==> src/rtl/nibble_serial_add_ctrl.sv <==
// Serial wide adder/subtractor: reuses one 4-bit ripple-carry slice over
// WIDTH/4 cycles, LS nibble first, between valid/ready source and sink.

module add4_slice (
  input  logic [3:0] a,
  input  logic [3:0] b,
  input  logic       cin,
  output logic [3:0] s,
  output logic       cout
);
  logic [4:0] c;

  always_comb begin
    c    = '0;
    s    = '0;
    c[0] = cin;
    for (int unsigned i = 0; i < 4; i++) begin
      s[i]   = a[i] ^ b[i] ^ c[i];
      c[i+1] = (a[i] & b[i]) | (c[i] & (a[i] ^ b[i]));
    end
    cout = c[4];
  end
endmodule

module nibble_serial_add_ctrl #(
  parameter int WIDTH = 16
) (
  input  logic             clk,
  input  logic             rst_n,
  input  logic             in_valid,
  output logic             in_ready,
  input  logic [WIDTH-1:0] op_a,
  input  logic [WIDTH-1:0] op_b,
  input  logic             sub,
  input  logic             cin,
  output logic             out_valid,
  input  logic             out_ready,
  output logic [WIDTH-1:0] sum,
  output logic             cout,
  output logic             overflow
);
  localparam int NSLICE = WIDTH / 4;
  localparam int IW     = (NSLICE > 1) ? $clog2(NSLICE) : 1;

  localparam logic [1:0] IDLE = 2'd0;
  localparam logic [1:0] RUN  = 2'd1;
  localparam logic [1:0] DONE = 2'd2;

  if ((WIDTH % 4) != 0 || WIDTH < 4) begin : g_bad_width
    $error("nibble_serial_add_ctrl: WIDTH must be a multiple of 4 and >= 4");
  end

  logic [1:0]       state;
  logic [WIDTH-1:0] a_q;
  logic [WIDTH-1:0] b_q;
  logic             carry;
  logic [IW-1:0]    idx;
  logic [3:0]       sl_a;
  logic [3:0]       sl_b;
  logic [3:0]       sl_s;
  logic             sl_c;
  logic             last;

  assign sl_a      = a_q[4*idx +: 4];
  assign sl_b      = b_q[4*idx +: 4];
  assign last      = (idx == IW'(NSLICE - 1));
  assign in_ready  = (state == IDLE);
  assign out_valid = (state == DONE);

  add4_slice u_slice (
    .a    (sl_a),
    .b    (sl_b),
    .cin  (carry),
    .s    (sl_s),
    .cout (sl_c)
  );

  always_ff @(posedge clk or negedge rst_n) begin
    if (!rst_n) begin
      state    <= IDLE;
      a_q      <= '0;
      b_q      <= '0;
      carry    <= 1'b0;
      idx      <= '0;
      sum      <= '0;
      cout     <= 1'b0;
      overflow <= 1'b0;
    end else begin
      case (state)
        IDLE: begin
          if (in_valid) begin
            // Subtraction is A + ~B + 1: invert B once here, seed carry with 1.
            a_q      <= op_a;
            b_q      <= sub ? ~op_b : op_b;
            carry    <= sub | cin;
            idx      <= '0;
            sum      <= '0;
            cout     <= 1'b0;
            overflow <= 1'b0;
            state    <= RUN;
          end
        end
        RUN: begin
          sum[4*idx +: 4] <= sl_s;
          carry           <= sl_c;
          idx             <= idx + 1'b1;
          if (last) begin
            cout     <= sl_c;
            overflow <= (a_q[WIDTH-1] == b_q[WIDTH-1]) && (sl_s[3] != a_q[WIDTH-1]);
            state    <= DONE;
          end
        end
        DONE: begin
          if (out_ready) state <= IDLE;
        end
        default: state <= IDLE;
      endcase
    end
  end
endmodule

==> config.mk <==
export PLATFORM = sky130hd
export DESIGN_NAME = nibble_serial_add_ctrl
export DESIGN_NICKNAME = d
export VERILOG_FILES = /design/src/rtl/nibble_serial_add_ctrl.sv
export SDC_FILE = /design/constraint.sdc
export NUM_CORES = 1
export LEC_CHECK = 0
export CORE_UTILIZATION = 30
export CTS_CLUSTER_DIAMETER = 60
export DETAILED_ROUTE_END_ITERATION = 8
export DONT_BUFFER_PORTS = 1
export PLACE_DENSITY = 0.44
export SLEW_MARGIN = 25
export SYNTH_ARGS = -nofsm -noshare
export SYNTH_HDL_FRONTEND = slang
export SYNTH_SLANG_ARGS = --single-unit
==> constraint.sdc <==
create_clock -name clk -period 4.5 [get_ports clk]
set_clock_uncertainty 0.2 [all_clocks]
set_input_delay 1.35 -clock clk [delete_from_list [all_inputs] [get_ports clk]]
set_output_delay 1.35 -clock clk [all_outputs]
set_load 0.01 [all_outputs]
==> results.md <==
- result of the run: completed
- via count of the first global-routing pass: 1726
- average instance area after synthesis: 12.4 um^2
- Diodes inserted: 0
- static leakage: 1.20 nW
- core area: 8640 um^2
- fraction of final layout cells sized beyond drive strength 1: 17.8%
- number of antenna violations at the first check in global routing: 0
- standard cell area after detailed placement: 2760 um^2
- number of nets in the final layout: 258
- unrepaired setup endpoints after global routing: no
- timing startpoint of the critical path: idx[0]
- total clock sinks: 55
- critical path class: flip-flop to flip-flop
- source of the worst register-to-register timing path: idx[0]
- net count of the mapped netlist: 260
- number of top-level pins: 58
- latest clock arrival within the worst-skew pair: 0.31 ns
- final setup violation count: 0
- endpoint kind of the worst setup timing path: flip-flop
- most numerous cell on the critical path: fa_1
- data required time at the worst endpoint: 4.50 ns
- overall overflow remaining after global route: 0
- HP Class: flip-flop to flip-flop
- area fraction in compound gates after synthesis: 12.0%
- post-detailed-placement half-perimeter wirelength: 4.15 mm
- distinct cell type count after synthesis: 33
- worst path buffer plus inverter count: 3
- number of enable-type register cells in the synthesized netlist: 0
- number of DRC markers after the initial detailed-route iteration: 79
- Setup TNS Final: 0 ns
- detail-routed via count per cell: 4.90
- IR Drop Worst-Case VDD: 232 uV
- sequential cell area fraction in the yosys report: 51.7%
- ordered list of cells on the worst path: buf_4 > mux4_2 > fa_1 > inv_1 > fa_1 > inv_1 > fa_1 > and3b_1 > a21oi_1 > o2bb2ai_1
- Worst path slowest cell: fa_1
- data arrival at the endpoint of the critical path: 3.29 ns
- post-synthesis share of cell area spent on xor and xnor gates: 5.26%
- synthesized netlist cell count: 214
- max-cap check violation count: 0
- post-route standard cell area excluding fillers: 2870 um^2
- area overhead of the layout relative to synthesis: 7.61%
- largest delay contributor family on the critical path: adder cells
- achievable clock frequency: 0.304 GHz
- clock transition at the register clock pins on the worst setup and hold paths after CTS: 0.11 ns
- predominant post-synthesis flop cell: dfrtp_1
- first-pass GRT wire length: 9.65 mm
- WL final: 5.85 mm
- Detailed Routing Iterations Pass 1: 4
- number of clock buffers inserted by TritonCTS: 5
- buffer levels on the longest clock path: 2
- gr usage total: 14.3%
- Post-CTS Repair Setup Buffers: 0
- library cell used as clock root buffer: clkbuf_8
- number of buffers added on ports: 0
- number of buffers inserted by hold repair at cts: 0
- arithmetic-cell share of the synthesized area counting full adders, half adders and majority gates: 4.89%
- power per cell area: 810 nW/um^2
- combinational family with the most area after synthesis: multiplexers
- count of warnings emitted by yosys: 0
- residual DRC count: 0
- cts repair resizes: 0
- die outline width: 96.2 um
- Final Hold Vio Count: 0
- number of H-tree levels: 2
- CTS tree: built
- largest net degree at the start of global routing: 56
- Die Y-Extent: 96.2 um
- worst-case headroom to the max-slew limit: 45.4%
- multiplexer share of the synthesized area: 13.5%
- die outline area: 9260 um^2
- WL per Instance: 18.2 um
- Tightest Pin Transition: 0.819 ns
- Placer Congestion: 0.739
- critical-path maximum fanout: 11
- Initial Util: 30.8%
- minimum clock period after layout: 3.29 ns
- period utilization: 73.0%
- FFs w/ async S/R, synth: 100%
- fraction of the mapped netlist area in simple logic gates: 8.79%
- total of fill cells in the finished design: 879
- ANT nets after route: 0
- final number of max-transition violations: 0
- number of rows created at floorplan: 34
- Min-Delay Startpoint: a_q[0]
- max incr delay on CP: 0.60 ns
- Cell Area, Synth: 2660 um^2
- kind of start point of the critical path: flip-flop
- vias: 1573
- flip-flop and latch count after synthesis: 55
-- placed cells by master, fill, tap and decap left out, drive strengths merged --
cell type	instances
and3b	2
inv	12
or4	1
or2	1
mux4	8
xnor2	16
o21ai	1
o2bb2ai	9
nand2b	2
a21o	6
and4	2
nor4	1
a21oi	19
fa	4
nand4	1
buf	2
nand2	4
a22o	9
o31ai	1
and3	1
or4b	1
nand3	1
a221oi	1
nor2b	2
clkbuf	7
ha	4
nor2	19
nor3b	2
mux2	16
clkinvlp	1
nand3b	2
dfrtp	55
-- worst register-to-register path, cell delays in order, from the launching register on --
cell	delay, ns
dfrtp_1	0.52
buf_4	0.27
mux4_2	0.53
fa_1	0.39
inv_1	0.07
fa_1	0.15
inv_1	0.05
fa_1	0.60
and3b_1	0.20
a21oi_1	0.12
o2bb2ai_1	0.07
-- stage by stage --
step	setup slack (ns)	hold WS [ns]	utilization (%)	instances	total power, W
after detailed placement	1.19	0.296	32.0	313	0.00205
final	1.21	0.316	33.2	321	0.00232
after CTS	1.18	0.319	33.2	321	0.00237
after floorplan	1.23	0.275	-	214	0.00171
after global routing	0.936	0.332	33.2	321	0.00254
after global placement	1.26	0.305	32.0	313	0.00205
-- kinds of logic (layout without fill, tap and decap cells) --
logic type | after synthesis | after routing
buf+inv | 23 | 22
simple gates | 42 | 42
fa+ha+maj | 8 | 8
xor+xnor | 16 | 16
flops | 55 | 55
mux | 24 | 24
compound gates | 46 | 46
-- layer usage --
| metal | part of all wire [%] | up-vias | GRT usage, % |
|---|---|---|---|
| met4 | 0.84 | 0 | 3.73 |
| li1 | - | 753 | - |
| met3 | 3.9 | 5 | 3.08 |
| met2 | 48 | 35 | 23.0 |
| met5 | 0 | - | 0 |
| met1 | 48 | 780 | 19.3 |
-- synth_stat cells (all sizes together) (2+ instances only) --
cell type	instances	area [um^2]
nor3b	2	25.0
dfrtp	55	1380
buf	9	50.0
nor2	19	71.3
a22o	9	78.8
nand3b	2	15.0
mux4	8	180
a21oi	19	95.1
nand2b	2	12.5
ha	4	50.1
nand2	4	15.0
nor2b	2	12.5
mux2	16	180
xnor2	16	140
a21o	6	45.0
and4	2	17.5
fa	4	80.1
clkbuf	2	7.51
o2bb2ai	9	78.8
and3b	2	17.5
inv	12	45.0
-- cell type report --
cell class	count	area [um^2]	share of cell area, %
well taps	108	135	4.72
inverters	12	45.0	1.57
clock inverters	1	7.51	0.262
clock buffers	7	96.3	3.36
repair buffers	2	15.0	0.524
flip-flops and latches	55	1380	48.0
multi-input cells	136	1190	41.5
-- state kept, by name, indices dropped and copies added, names as in the netlist --
signal and cells:
state 2, b_q 16, a_q 16, overflow 1, idx 2, cout 1
sum 16, carry 1
-- where the power goes --
part | switching, W | internal, W
Sequential | 0.000213 | 0.000708
Combinational | 0.000576 | 0.000519
Clock | 0.000165 | 0.000140
Total | 0.000954 | 0.00137
-- worst paths after layout --
path,end,slack (ns),cells after the start
setup reg to reg,overflow,1.21,10
hold reg to reg,a_q[0],0.32,1
hold / removal,a_q[0],0.32,1
min in group asynchronous,idx[1],0.52,0
setup / recovery,overflow,1.21,10
max in group asynchronous,a_q[9],3.46,0
(Power assumes the default switching activity.)
